--- src/rtl/mix_sequencer.sv ---
// Time-multiplexed mixer: captures one frame of channel samples, runs a single MAC
// across the channels with per-channel gain, saturates and presents the sum on valid/ready.
module mix_sequencer #(
  parameter int NUM_INPUT_BITS  = 24,
  parameter int NUM_SIGNALS     = 4,
  parameter int GAIN_BITS       = 8,
  parameter int NUM_OUTPUT_BITS = 24
) (
  input  logic                                  clk,
  input  logic                                  rst,
  input  logic [NUM_INPUT_BITS*NUM_SIGNALS-1:0] vol_data,
  input  logic                                  data_en,
  input  logic                                  gain_wr_en,
  input  logic [$clog2(NUM_SIGNALS)-1:0]        gain_wr_addr,
  input  logic [GAIN_BITS-1:0]                  gain_wr_data,
  output logic [NUM_OUTPUT_BITS-1:0]            mix_data,
  output logic                                  mix_valid,
  input  logic                                  mix_ready,
  output logic                                  busy,
  output logic                                  overrun
);
  localparam int CH_W   = $clog2(NUM_SIGNALS);
  localparam int PROD_W = NUM_INPUT_BITS + GAIN_BITS + 1;
  localparam int ACC_W  = NUM_INPUT_BITS + GAIN_BITS + CH_W + 1;
  localparam logic [GAIN_BITS-1:0] UNITY = GAIN_BITS'(1) << (GAIN_BITS - 1);
  localparam logic signed [ACC_W-1:0] OUT_MAX = (ACC_W'(1) << (NUM_OUTPUT_BITS - 1)) - ACC_W'(1);
  localparam logic signed [ACC_W-1:0] OUT_MIN = ~OUT_MAX;

  typedef enum logic [1:0] {IDLE, ACCUM, SAT, OUT} state_t;

  state_t                                   r_state, w_state_nxt;
  logic [NUM_SIGNALS-1:0][NUM_INPUT_BITS-1:0] r_frame;
  logic [NUM_SIGNALS-1:0][GAIN_BITS-1:0]      r_gain_tab, r_gain_snap;
  logic signed [ACC_W-1:0]                  r_acc;
  logic [CH_W-1:0]                          r_ch;
  logic [NUM_OUTPUT_BITS-1:0]               r_mix_data;
  logic                                     r_mix_valid, r_busy, r_overrun;

  logic                                     w_capture, w_drop, w_last, w_hs;
  logic signed [PROD_W-1:0]                 w_prod;
  logic signed [ACC_W-1:0]                  w_prod_ext, w_shift, w_sat;

  assign w_hs       = r_mix_valid && mix_ready;
  assign w_last     = (r_ch == CH_W'(NUM_SIGNALS - 1));
  // Gain is unsigned: zero-extend so the signed multiply never sees it as negative.
  assign w_prod     = $signed(r_frame[r_ch]) * $signed({1'b0, r_gain_snap[r_ch]});
  assign w_prod_ext = w_prod;
  assign w_shift    = r_acc >>> (GAIN_BITS - 1);
  assign w_sat      = (w_shift > OUT_MAX) ? OUT_MAX :
                      (w_shift < OUT_MIN) ? OUT_MIN : w_shift;

  always_ff @(posedge clk) begin
    if (!rst) r_state <= IDLE;
    else      r_state <= w_state_nxt;
  end

  always_comb begin
    w_state_nxt = r_state;
    w_capture   = 1'b0;
    w_drop      = 1'b0;
    case (r_state)
      IDLE: if (data_en) begin
        w_capture   = 1'b1;
        w_state_nxt = ACCUM;
      end
      ACCUM: begin
        w_drop = data_en;
        if (w_last) w_state_nxt = SAT;
      end
      SAT: begin
        w_drop      = data_en;
        w_state_nxt = OUT;
      end
      OUT: begin
        if (w_hs) begin
          w_capture   = data_en;
          w_state_nxt = data_en ? ACCUM : IDLE;
        end else begin
          w_drop = data_en;
        end
      end
      default: w_state_nxt = IDLE;
    endcase
  end

  always_ff @(posedge clk) begin
    if (!rst) begin
      r_frame     <= '0;
      r_gain_snap <= '0;
      r_acc       <= '0;
      r_ch        <= '0;
      r_mix_data  <= '0;
      r_mix_valid <= 1'b0;
      r_busy      <= 1'b0;
      r_overrun   <= 1'b0;
    end else begin
      r_overrun <= w_drop;
      r_busy    <= (w_state_nxt != IDLE);
      if (w_capture) begin
        r_frame     <= vol_data;
        r_gain_snap <= r_gain_tab;
        r_acc       <= '0;
        r_ch        <= '0;
      end else if (r_state == ACCUM) begin
        r_acc <= r_acc + w_prod_ext;
        r_ch  <= r_ch + 1'b1;
      end
      if (r_state == SAT) begin
        r_mix_data  <= w_sat[NUM_OUTPUT_BITS-1:0];
        r_mix_valid <= 1'b1;
      end else if (r_state == OUT && w_hs) begin
        r_mix_valid <= 1'b0;
      end
    end
  end

  // Table writes land on the next edge; a frame captured on that same edge keeps the old snapshot.
  always_ff @(posedge clk) begin
    if (!rst) begin
      for (int c = 0; c < NUM_SIGNALS; c++) r_gain_tab[c] <= UNITY;
    end else if (gain_wr_en && ({1'b0, gain_wr_addr} < (CH_W+1)'(NUM_SIGNALS))) begin
      r_gain_tab[gain_wr_addr] <= gain_wr_data;
    end
  end

  assign mix_data  = r_mix_data;
  assign mix_valid = r_mix_valid;
  assign busy      = r_busy;
  assign overrun   = r_overrun;
endmodule

--- config.mk ---
export PLATFORM = sky130hd
export DESIGN_NAME = mix_sequencer
export DESIGN_NICKNAME = d
export VERILOG_FILES = /design/src/rtl/mix_sequencer.sv
export SDC_FILE = /design/constraint.sdc
export NUM_CORES = 1
export LEC_CHECK = 0
export CORE_MARGIN = 2
export CORE_UTILIZATION = 45
export DETAILED_ROUTE_END_ITERATION = 6
export SLEW_MARGIN = 10
export SYNTH_ARGS = -nofsm -noshare
export SYNTH_HDL_FRONTEND = slang
export SYNTH_SLANG_ARGS = --single-unit
--- constraint.sdc ---
create_clock -name clk -period 12.9 [get_ports clk]
set_input_delay 2.58 -clock clk [delete_from_list [all_inputs] [get_ports clk]]
set_output_delay 2.58 -clock clk [all_outputs]
set_load 0.005 [all_outputs]
==> flow_metrics.env <==
export IMPL_fillerInstances=3503
export IMPL_yosys_top_cells_count="nand2_1 (434), inv_1 (239), dfxtp_1 (226)"
export IMPL_cts_setup_buffers=0
export IMPL_worst_slew_pin_slew_ns=1.047
export IMPL_grt_max_degree=106
export IMPL_dieWidth_um=197.0
export IMPL_ys_seq_area_share_pct=26.99
export IMPL_netlist_top_cell_by_area="dfxtp_1"
export IMPL_cts_resized=0
export IMPL_grt_pass1_vias=13220
export IMPL_asyncSetResetFlopFracSynth_pct=0
export IMPL_max_vdd_ir_drop_mv=0.1106
export IMPL_share_seq_of_total_power_pct=35.0
export IMPL_cts_hold_buf=0
export IMPL_rsz0062_at_grt="no"
export IMPL_gp_congestion=0.8641
export IMPL_power_leakage_nw=8.502
export IMPL_crit_fanout=34
export IMPL_slowest_delay_ns=1.00
export IMPL_firstDrtPassIters=5
export IMPL_wl_per_cell_um=16.93
export IMPL_setup_viol=0
export IMPL_intPower_mw=1.581
export IMPL_min_delay_start="r_gain_tab[23]"
export IMPL_postRouteWirelength_um=42290
export IMPL_drc_errors=0
export IMPL_syn_nets=2318
export IMPL_multi_input_area_sq_um=10960
export IMPL_max_clock_path_buffers=3
export IMPL_portBuffers=137
export IMPL_io_pins=138
export IMPL_crit_chain="mux4_2, and2_1, fa_1, fa_1, inv_1, fa_1, inv_1, fa_1, inv_1, fa_1, inv_1, ha_1, a21o_1, a31o_1, or3_1, o21ai_2, o211ai_2, o21a_1, o21ai_1, mux2i_1"
export IMPL_switching_share_pct=36.82
export IMPL_cts_tree="yes"
export IMPL_maxSlewHeadroom_pct=30.19
export IMPL_cts_sinks=226
export IMPL_viasPerCell=5.255
export IMPL_final_nets=2389
export IMPL_cp_start_kind="flop"
export IMPL_worstPathArrival_ns=7.70
export IMPL_r2r_start="r_ch[1]"
export IMPL_initial_utilization_pct=45.79
export IMPL_drt_iter0_drc=759
export IMPL_synthCells=1943
export IMPL_antenna_violating_nets_post_route=0
export IMPL_fin_cells=2498
export IMPL_path_common_cell="fa_1"
export IMPL_layout_min_cycle_time_ns=7.195
export IMPL_path_buf_inv=4
export IMPL_ys_types=67
export IMPL_die_height_um=197.0
export IMPL_max_freq_mhz=139.0
export IMPL_maxCapViolations=0
export IMPL_avgSynthCellArea_sq_um=8.628
export IMPL_dp_hpwl_um=31930
export IMPL_required_ns=13.40
export IMPL_netlist_area_sq_um=16760
export IMPL_finalHoldViolations=0
export IMPL_cts_htree_levels=1
export IMPL_status="complete, no violations"
export IMPL_totalPowerFinal_mw=2.502
export IMPL_power_switching_mw=0.9212
export IMPL_clk_pin_slew_ns=0.06
export IMPL_grt_pass1_wl_um=69100
export IMPL_ys_seq_elements=226
export IMPL_slew_viol_final=0
export IMPL_synth_edff_count=0
export IMPL_vias=13130
export IMPL_coreArea_sq_um=36610
export IMPL_crit_family="adder cells"
export IMPL_pwr_share_clk_pct=31.0
export IMPL_synth_ff_type="dfxtp_1"
export IMPL_tns_ns=0
export IMPL_grt_antenna_before_repair=1
export IMPL_crit_path_start="r_ch[1]"
export IMPL_track_usage_pct=22.17
export IMPL_finClkSkew_ns=0.02175
export IMPL_combPwrFrac_pct=34.0
export IMPL_numCtsBuffers=26
export IMPL_ys_warnings_count=0
export IMPL_yosysMostFrequentCell="nand2_1"
export IMPL_powerDensity_nw_per_um2=129.6
export IMPL_grt_overflow=0
export IMPL_regArea_sq_um=4527
export IMPL_placed_cells=2454
export IMPL_drive_gt1_share_pct=4.975
export IMPL_period_share_pct=55.78
export IMPL_cts_root_buf="clkbuf_16"
export IMPL_dieArea_sq_um=38810
export IMPL_cp_slowest_cell="dfxtp_2"
export IMPL_area_growth_syn_to_layout_pct=15.18
export IMPL_clk_latency_ns=0.57
export IMPL_crit_path_end_kind="flop"
export IMPL_hp_class="flop to flop"
export IMPL_synth_top_area_share_pct=26.99
export IMPL_yosys_top_cells_area="dfxtp_1 (27%), fa_1 (22%), nand2_1 (9.7%), a21oi_1 (6.1%), ha_1 (6.0%)"
export IMPL_core_rowCount=70
export IMPL_insertedDiodeCount=0
export IMPL_crit_type="flop to flop"
-- area by class of cell --
type / instances / area share, %
Multi-Input combinational cell: 1375 / 56.77
Tap cell: 468 / 3.032
Inverter: 239 / 4.659
Clock buffer: 36 / 3.771
Sequential cell: 226 / 23.44
Timing Repair Buffer: 146 / 7.452
Clock inverter: 8 / 0.8683
-- cells in the final DEF, fill, tap and decap left out, types with 5 or more instances in the layout --
cell type,n
inv_1,238
nand2b_1,27
a21oi_1,206
xnor2_1,14
ha_1,80
mux2i_1,28
nand3_1,14
clkdlybuf4s50_1,137
nand2_1,434
a21o_1,23
mux4_2,32
clkbuf_16,26
xor2_1,14
o21ai_0,49
a31oi_1,6
buf_4,9
dfxtp_1,224
or3_1,11
nor2_1,57
nand4_1,11
and3_1,5
fa_1,183
clkbuf_1,6
and2_1,107
-- kinds of logic after synthesis --
logic type | count (synthesis) | share of synthesized area (%)
AOI/OAI and AO/OA | 330 | 11.40
and+or+nand+nor | 691 | 18.46
buffers and inverters | 342 | 7.695
adders and majority gates | 264 | 27.90
muxes | 62 | 6.105
xor gates and xnor gates | 28 | 1.463
DFF | 226 | 26.99
-- worst reg2reg max path: cells and delay by family (launching register included) --
family                   cells  cell delay (ns)
flip-flops                   1             1.00
multiplexers                 2             1.07
adder cells (fa/ha/maj)      6             2.87
buffers and inverters        4             0.20
AND/OR/NAND/NOR              2             0.60
AO/OA/AOI/OAI                6             1.40
-- power by group through the flow --
stage / Clock (mW) / Sequential [mW] / Combinational [mW]
after global routing: 0.822 / 0.891 / 0.952
final: 0.774 / 0.876 / 0.851
after global placement: 0 / 0.887 / 0.848
after floorplan: 0 / 0.859 / 0.620
after detailed placement: 0 / 0.891 / 0.861
after CTS: 0.792 / 0.877 / 0.862
-- path summary, 6_finish.rpt --
check	to	slack, ns	depth (start not counted)
min reg2reg	r_gain_snap[23]	0.45	2
min	r_gain_snap[23]	0.45	2
max reg2reg	r_acc[34]	5.70	20
max	r_acc[34]	5.70	20
-- metrics by stage --
stage / hold WS, ns / instance area [sq um] / setup WS, ns / utilization, %
after floorplan: 0.4312 / 16760 / 6.401 / -
after global placement: 0.4376 / 18410 / 5.761 / 50.29
after detailed placement: 0.4424 / 18410 / 5.694 / 50.29
after CTS: 0.4523 / 19310 / 5.673 / 52.74
after global routing: 0.4693 / 19310 / 5.377 / 52.74
final: 0.4518 / 19310 / 5.705 / 52.74
-- state kept, by name, indices dropped and copies added, names as in the netlist, 2 cells and up --
name / cells
r_frame: 96
r_ch: 2
r_state: 2
r_gain_tab: 32
r_acc: 35
mix_data: 24
r_gain_snap: 32
-- routing by layer --
layer	up-vias	global-route usage (%)	share of wire (%)
met5	-	0	0
met2	231	38.74	50
met1	6490	29.39	44
met3	54	2.561	3.3
li1	6351	-	-
met4	0	5.542	2.4
Note: power is estimated with default switching activity, not from simulation.
